### config.mk
export PLATFORM = sky130hd
export DESIGN_NAME = multi_debounce
export DESIGN_NICKNAME = d
export VERILOG_FILES = /design/src/rtl/multi_debounce.sv
export SDC_FILE = /design/constraint.sdc
export NUM_CORES = 1
export LEC_CHECK = 0
export CAP_MARGIN = 20
export CORE_MARGIN = 10
export CORE_UTILIZATION = 50
export DETAILED_ROUTE_END_ITERATION = 7
export PLACE_DENSITY = 0.74
export SYNTH_ARGS = -nofsm -noshare
export SYNTH_HDL_FRONTEND = slang
export SYNTH_SLANG_ARGS = --single-unit
### constraint.sdc
create_clock -name i_clk -period 3.1 [get_ports i_clk]
set_clock_uncertainty 0.1 [all_clocks]
set_input_delay 0.62 -clock i_clk [delete_from_list [all_inputs] [get_ports i_clk]]
set_output_delay 0.62 -clock i_clk [all_outputs]
set_load 0.005 [all_outputs]
### src/rtl/multi_debounce.sv
// multi_debounce: per-channel synchronizer, debouncer, edge pulses, long-press and auto-repeat detection
module multi_debounce #(
  parameter int N_CH = 4,
  parameter int CNT_N = 15,
  parameter int HOLD_N = 1023,
  parameter int RPT_N = 255,
  parameter bit ACTIVE_LOW = 1
) (
  input  logic            i_clk,
  input  logic            i_rst,
  input  logic            i_en,
  input  logic [N_CH-1:0] i_in,
  output logic [N_CH-1:0] o_debounced,
  output logic [N_CH-1:0] o_pos,
  output logic [N_CH-1:0] o_neg,
  output logic [N_CH-1:0] o_long,
  output logic [N_CH-1:0] o_held,
  output logic [N_CH-1:0] o_rpt
);
  localparam logic REL = ACTIVE_LOW;
  localparam int CW = CNT_N > 0 ? $clog2(CNT_N + 1) : 1;
  localparam int HW = HOLD_N > 0 ? $clog2(HOLD_N + 1) : 1;
  localparam int RW = RPT_N > 0 ? $clog2(RPT_N + 1) : 1;
  localparam logic [CW-1:0] CNT_L = CW'(CNT_N);
  localparam logic [HW-1:0] HOLD_L = HW'(HOLD_N);
  localparam logic [RW-1:0] RPT_L = RW'(RPT_N);
  typedef enum logic [1:0] {S_IDLE, S_PRESS, S_HELD} state_t;
  for (genvar c = 0; c < N_CH; c++) begin : g_ch
    logic r_s1, r_s2, r_deb, r_pos, r_neg, r_long, r_rpt;
    logic [CW-1:0] r_cnt;
    logic [HW-1:0] r_hold, w_hold;
    logic [RW-1:0] r_rc, w_rc;
    state_t r_st, w_st;
    logic w_diff, w_tog, w_press, w_rel, w_long, w_rpt;
    assign w_diff = r_s2 != r_deb;
    assign w_tog = w_diff && i_en && r_cnt == '0;
    assign w_press = w_tog && r_s2 != REL;
    assign w_rel = w_tog && r_s2 == REL;
    always_ff @(posedge i_clk or negedge i_rst)
      if (!i_rst) begin
        r_s1 <= REL;
        r_s2 <= REL;
        r_deb <= REL;
        r_cnt <= CNT_L;
        r_pos <= 1'b0;
        r_neg <= 1'b0;
      end else begin
        r_s1 <= i_in[c];
        r_s2 <= r_s1;
        r_deb <= w_tog ? ~r_deb : r_deb;
        r_cnt <= (!w_diff || w_tog) ? CNT_L : i_en ? r_cnt - 1'b1 : r_cnt;
        r_pos <= w_tog && r_s2;
        r_neg <= w_tog && !r_s2;
      end
    always_ff @(posedge i_clk or negedge i_rst)
      if (!i_rst) begin
        r_st <= S_IDLE;
        r_hold <= '0;
        r_rc <= '0;
        r_long <= 1'b0;
        r_rpt <= 1'b0;
      end else begin
        r_st <= w_st;
        r_hold <= w_hold;
        r_rc <= w_rc;
        r_long <= w_long;
        r_rpt <= w_rpt;
      end
    // press/release follow the debounced toggle so o_held drops with the release edge pulse
    always_comb begin
      w_st = r_st;
      w_hold = r_hold;
      w_rc = r_rc;
      w_long = 1'b0;
      w_rpt = 1'b0;
      case (r_st)
        S_IDLE: begin
          w_hold = '0;
          w_rc = '0;
          w_st = w_press ? S_PRESS : S_IDLE;
        end
        S_PRESS:
          if (w_rel) w_st = S_IDLE;
          else if (r_hold == HOLD_L) begin
            w_st = S_HELD;
            w_long = 1'b1;
            w_rc = RPT_L;
          end else if (i_en) w_hold = r_hold + 1'b1;
        S_HELD:
          if (w_rel) w_st = S_IDLE;
          else if (RPT_N > 0 && i_en) begin
            w_rpt = r_rc == '0;
            w_rc = w_rpt ? RPT_L : r_rc - 1'b1;
          end
        default: w_st = S_IDLE;
      endcase
    end
    assign o_debounced[c] = r_deb;
    assign o_pos[c] = r_pos;
    assign o_neg[c] = r_neg;
    assign o_long[c] = r_long;
    assign o_rpt[c] = r_rpt;
    assign o_held[c] = r_st == S_HELD;
  end
endmodule

==> run metrics, run 1 <==
status completed; Clock Tree Buf Depth 2; clk sinks 124; fill cell count 1,116; internal power 3.22 mW; hold_buf cts 0; Cell Pwr Density between 500 and 600 mW/mm2; core area 0.0138 mm2; worst slew pin tran 0.743 ns; Post-synth top cells dfrtp_1 (96), nand2_1 (83), o21ai_0 (55); final hold violations 0; DPL Wire Length 10,700 um; die area 0.0192 mm2; top-area cell type share of the netlist area about a third; max frequency 0.373 GHz; Clock transition at path regs 0.06 ns; Distinct cells, synth 70; Post-Synth XOR/XNOR Area under 10%; post-cts repair resize count 0; fraction of registers with async set/reset 100%; # DRC 0; Avg Synthesized Cell Area approximately 9.4 um2; DRT Pass-1 Iters 6; kind of start point of the critical path flip-flop; port bufs 30; initial antenna violation count 0; flops & latches, synth 124; total CTS buffers 17; H-tree levels 4; CP Capture Type primary output; Final ANT Viol Nets 0; Ant. Diodes 0; Chip Height 139 um; Post-Syn Instances around 750; Slew headroom 50.0%; num rows 43; synthesis-to-finish area growth 14.9%; area leader, netlist dfrtp_1; DR iter-0 viols 495; post-synthesis net count 789; Worst EP required about 2.4 ns; number of max-cap violations 0; R2R Setup Slk 0.67 ns; simple logic cell fraction of the synthesized area 21.4%; Setup TNS 0 ns; synth top area cells dfrtp_1 (34%), dfstp_2 (10%), ha_1 (6.2%), nand2_1 (4.4%), o21ai_0 (3.9%); path depth of the worst reg2reg path 6; sw frac 22.7%; Most used DFF post-synth dfrtp_1; Worst Setup SP g_ch[3].r_st[0]; HP Class primary input to async pin; RSZ-0062 raised after global routing no; Congestion Overflow GR 0; Initial Utilization 50.9%; min Tclk post-route 2.68 ns; number of global-route vias before repair 5,668; Ys Warns 0; VDD IR-drop max approximately 410 uV; post-synthesis adder-cell area fraction 6.23%; vias per cell 5.88; most numerous cell in the Yosys netlist dfrtp_1; mapped cell area 0.00703 mm2; placer's final routability congestion estimate 0.901; final WL 15,600 um; fin cells 960; TritonCTS clock tree yes; detailed-route via count 5,640; Layout Nets 809; latest clock arrival within the worst-skew pair around 0.42 ns; mux cell area share after synthesis 1.89%; WL/cell 16.3 um; main combinational cell family by area after synthesis simple AND/OR/NAND/NOR gates; largest net degree at the start of global routing 56; Clock power frac between 50% and 60%; Compound-Gate Fraction of Synth Area 16.4%; combinational power share 5.0%; # IOs 31; DP Worst Slack 0.296 ns; endpoints failing setup 0; capturing point of the worst reg2reg path g_ch[2].r_hold[7]; Power Total 4.17 mW; share of layout cells above drive strength 1 11.5%; Switch Pwr 0.945 mW; first-pass GRT wire length 27,000 um; Setup WS post-layout roughly 0.42 ns; CTS Root Buffer Type clkbuf_16; worst r2r src g_ch[2].r_st[1]; Post-CTS Setup Bufs 0; Crit Path Category flip-flop to primary output; Worst EP arrival 1.96 ns; Leakage Power 3.59 nW; share of total power in sequential cells between 40% and 50%; register area share after synthesis roughly 45%; crit-path max FO 12; Tcrit/Tclk final between 80 and 90%; Die X 139 um; Final Max Tran Viols 0; placed cell count 928; Setup crit end o_held[3]; GRT Total Usage 16.5%; Post-synth EDFFs 0
==> sequential cells by signal, summed over array words and instances (netlist names), 8 cells and up <==
signal / flops
g_ch.r_cnt: 16
g_ch.r_st: 8
g_ch.r_hold: 40
g_ch.r_rc: 32
==> layer usage <==
metal	vias up	GRT usage (%)	wire length [um]
met3	29	4.08	687
li1	2707	-	-
met4	0	6.44	300
met2	145	27.4	7830
met1	2759	20.1	6820
met5	-	0	0
==> metrics by stage <==
step | hold slack [ns] | utilization (%) | instance area [um2]
2_1_floorplan | 0.224 | - | 7030
3_3_place_gp | 0.247 | 53.7 | 7420
3_5_place_dp | 0.248 | 53.7 | 7420
4_1_cts | 0.0988 | 58.4 | 8080
5_1_grt | 0.120 | 58.4 | 8080
6_report | 0.0864 | 58.4 | 8080
==> cell type report <==
| cell class | count | area (um2) | share of cell area (%) |
|---|---|---|---|
| timing repair buffer | 38 | 383 | 4.74 |
| clock inverter | 14 | 218 | 2.69 |
| clock buffer | 18 | 439 | 5.44 |
| tap | 180 | 225 | 2.79 |
| sequential | 124 | 3140 | 38.8 |
| inverter | 46 | 173 | 2.14 |
| multi-input combinational | 540 | 3500 | 43.4 |
==> worst min path at each step <==
stage                 start                end  slack, ns  cells after the start
6_report              i_rst  g_ch[0].r_hold[5]       0.09                      1
5_1_grt               i_rst      g_ch[0].r_neg       0.12                      1
4_1_cts               i_rst  g_ch[0].r_hold[5]        0.1                      1
3_5_place_dp   g_ch[0].r_s1       g_ch[0].r_s2       0.25                      0
3_3_place_gp   g_ch[0].r_s1       g_ch[0].r_s2       0.25                      0
2_1_floorplan         i_rst  g_ch[0].r_hold[0]       0.22                      0
==> worst max-delay path, cell delays in order, from the launching register on <==
cell	delay, ns
dfrtp_1	0.40
inv_1	0.11
ha_1	0.44
clkdlybuf4s50_1	0.59
==> cell families (layout without fill, tap and decap cells) <==
group	after synthesis	in the layout
AO/OA/AOI/OAI	178	178
XOR/XNOR	31	31
adder cells (fa/ha/maj)	35	35
buffers and inverters	83	116
flip-flops	124	124
multiplexers	13	13
AND/OR/NAND/NOR	283	283
==> power groups by stage <==
stage	combinational, mW	sequential (mW)	clock, mW
2_1_floorplan	0.132	1.76	0
3_3_place_gp	0.199	1.77	0
3_5_place_dp	0.210	1.78	0
4_1_cts	0.215	1.75	2.23
5_1_grt	0.239	1.76	2.31
6_report	0.210	1.75	2.20
==> layout by cell type, fill, tap and decap left out, drive strengths merged, types with 12 or more instances in the layout <==
cell and n:
nor2 46, a31oi 14, o31ai 12, nand2 83, clkbuf 18, a21oi 32, o21ai 62, xor2 15
nor4 18, nand2b 14, nand4 18, inv 47, ha 35, nand3 26, dfstp 28, clkdlybuf4s50 29
xnor2 16, nor2b 15, dfrtp 96, nor3 21
Power figures use the tool's default switching activity.
==> run 2, diff against run 1 <==
--- a/config.mk
+++ b/config.mk
@@ -5,7 +5,7 @@
 export SDC_FILE = /design/constraint.sdc
 export NUM_CORES = 1
 export LEC_CHECK = 0
-export CAP_MARGIN = 20
+export CAP_MARGIN = 25
 export CORE_MARGIN = 10
 export CORE_UTILIZATION = 50
 export DETAILED_ROUTE_END_ITERATION = 7
==> results of run 2 <==
Same layout as run 1: the final DEF is identical, and so are final timing and power.
==> run 3, diff against run 2 <==
--- a/config.mk
+++ b/config.mk
@@ -9,7 +9,7 @@
 export CORE_MARGIN = 10
 export CORE_UTILIZATION = 50
 export DETAILED_ROUTE_END_ITERATION = 7
-export PLACE_DENSITY = 0.74
+export PLACE_DENSITY = 0.7
 export SYNTH_ARGS = -nofsm -noshare
 export SYNTH_HDL_FRONTEND = slang
 export SYNTH_SLANG_ARGS = --single-unit
==> run 3 against run 2 <==
Compared with the run above: first-iteration DRC count decreased by 9.5%; routed wire length shrank 5.6%; cell area shrank 0.84%; core utilization fell by 0.49 points; worst hold slack better by 0.035 ns; flip-flop and latch count unchanged; sequential power hardly changed; count of clock-buffer cells in the layout rose by 7; maximum frequency decreased by 3.5%; largest power group unchanged; highest routed layer unchanged.
==> run metrics, run 3 (same netlist as run 1, synthesis figures left out) <==
# DRC 0 (unchanged); RSZ-0062 raised after global routing no (unchanged); min Tclk post-route 2.78 ns (was 2.68 ns); leading cell type in the layout, fill and taps excluded dfrtp_1 (unchanged); post-cts repair resize count 0 (unchanged); WL/cell 15.4 um (was 16.3 um); R2R Setup Slk 0.71 ns (was 0.67 ns); clk sinks 124 (unchanged); Chip Height 139 um (unchanged); Worst EP arrival 2.06 ns (was 1.96 ns); core area 0.0138 mm2 (unchanged); # IOs 31 (unchanged); Layout Nets 810 (was 809); die area 0.0192 mm2 (unchanged); Final ANT Viol Nets 0 (unchanged); critical path cell sequence inv_1, ha_1, clkdlybuf4s50_1 (unchanged); crit-path max FO 16 (was 12); initial antenna violation count 0 (unchanged); H-tree levels 4 (unchanged); sw frac 22.3% (was 22.7%); kind of start point of the critical path flip-flop (unchanged); GRT Total Usage 15.7% (was 16.5%); Clock power frac 49.8% (was 52.9%); Top reg by flops g_ch.r_hold (unchanged); Slew headroom 49.8% (was 50.0%); Final Max Tran Viols 0 (unchanged); share of total power in sequential cells 45.0% (was 42.1%); first-pass GRT wire length 26,000 um (was 27,000 um); CP peak stage delay 0.61 ns (was 0.59 ns); number of max-cap violations 0 (unchanged); vias per cell 5.79 (was 5.88); Die X 139 um (unchanged); TritonCTS clock tree yes (unchanged); CTS Root Buffer Type clkbuf_16 (unchanged); VDD IR-drop max 376 uV (was 413 uV); Cell Pwr Density 487 mW/mm2 (was 516 mW/mm2); endpoints failing setup 0 (unchanged); internal power 3.04 mW (was 3.22 mW); max frequency 0.360 GHz (was 0.373 GHz); Post-CTS Setup Bufs 0 (unchanged); number of flip-flops under the largest register name 40 (unchanged); worst r2r src g_ch[0].r_st[0] (was g_ch[2].r_st[1]); synthesis-to-finish area growth 13.9% (was 14.9%); Congestion Overflow GR 0 (unchanged); CP Capture Type primary output (unchanged); Setup TNS 0 ns (unchanged); Power Total 3.91 mW (was 4.17 mW); most frequent cells in the layout dfrtp_1 (96), nand2_1 (83), o21ai_0 (55), nor2_1 (46), inv_1 (45) (unchanged); path depth of the worst reg2reg path 7 (was 6); Crit Path Category flip-flop to primary output (unchanged); Initial Utilization 50.9% (unchanged); Clock transition at path regs 0.06 ns (about the same); placer's final routability congestion estimate 0.854 (was 0.901); worst slew pin tran 0.747 ns (was 0.743 ns); status completed (unchanged); Leakage Power 3.58 nW (was 3.59 nW); DR iter-0 viols 448 (was 495); biggest registers after layout g_ch.r_hold: 40 flops, g_ch.r_rc: 32 flops, g_ch.r_cnt: 16 flops (unchanged); Switch Pwr 0.870 mW (was 0.945 mW); capturing point of the worst reg2reg path g_ch[0].r_rc[3] (was g_ch[2].r_hold[7]); Tcrit/Tclk final 89.7% (was 86.6%); largest net degree at the start of global routing 48 (was 56); num rows 43 (unchanged); HP Class primary input to async pin (unchanged); number of global-route vias before repair 5,468 (was 5,668); port bufs 30 (unchanged); Crit-path slowest cell clkdlybuf4s50_1 (unchanged); DRT Pass-1 Iters 4 (was 6); final hold violations 0 (unchanged); share of layout cells above drive strength 1 11.0% (was 11.5%); post-layout util 57.9% (was 58.4%); final WL 14,800 um (was 15,600 um); Worst EP required 2.38 ns (about the same); Ant. Diodes 0 (unchanged); total CTS buffers 17 (unchanged); latest clock arrival within the worst-skew pair 0.42 ns (about the same); hold_buf cts 0 (unchanged); detailed-route via count 5,560 (was 5,640); DPL Wire Length 10,600 um (was 10,700 um); Clock Tree Buf Depth 2 (unchanged); combinational power share 5.2% (was 5.0%)
run 3: changes by cell type in the layout (fill, tap and decap cells not counted):
cell / change
clkbuf_1: +4
inv_6: -1
buf_4: +1
clkinv_2: +1
clkinvlp_4: -5
clkbuf_8: +3
bufinv_16: -3
run 3: cell type report:
| type | instances | area, um2 |
|---|---|---|
| clock buffer | 25 | 495 |
| timing repair buffer | 39 | 390 |
| sequential | 124 | 3140 |
| fill | 1142 | 5820 |
| tap | 180 | 225 |
| inverter | 46 | 173 |
| multi-input combinational | 540 | 3500 |
| clock inverter | 6 | 86.3 |
run 3: worst max-delay path by stage:
| stage | from | to | slack, ns | cells past startpoint |
|---|---|---|---|---|
| after detailed placement | i_en | g_ch[3].r_rc[5] | 0.25 | 7 |
| after floorplan | g_ch[0].r_cnt[0] | g_ch[0].r_rc[3] | 0.91 | 7 |
| after CTS | g_ch[0].r_st[0] | o_held[0] | 0.30 | 3 |
| after global routing | g_ch[0].r_st[0] | o_held[0] | 0.20 | 3 |
| final | g_ch[0].r_st[0] | o_held[0] | 0.32 | 3 |
| after global placement | i_en | g_ch[0].r_hold[9] | 0.33 | 7 |
run 3: routing by layer:
layer / share of wire, % / global-route usage, % / up-vias
li1: - / - / 2710
met1: 45 / 19.6 / 2712
met4: 1.2 / 5.38 / 0
met3: 4.1 / 4.08 / 16
met2: 50 / 25.8 / 122
met5: 0 / 0 / -
run 3: critical path: cells and delay by family (launching register included):
kind,cells,cell delay (ns)
buffers and inverters,2,0.74
flip-flops,1,0.40
adder cells (fa/ha/maj),1,0.51
run 3: per-stage QoR:
stage / std cells / setup WS [ns] / instance area (um2) / hold slack, ns
finish: 960 / 0.319 / 8010 / 0.122
floorplan: 747 / 0.913 / 7030 / 0.224
global placement: 929 / 0.327 / 7430 / 0.247
global route: 960 / 0.196 / 8010 / 0.160
CTS: 960 / 0.302 / 8010 / 0.124
detailed placement: 929 / 0.246 / 7430 / 0.251
run 3: power groups by stage:
stage	sequential (mW)	combinational, mW	clock, mW
floorplan	1.76	0.132	0
global placement	1.77	0.201	0
detailed placement	1.78	0.208	0
CTS	1.75	0.209	1.99
global route	1.77	0.240	2.06
finish	1.76	0.204	1.94
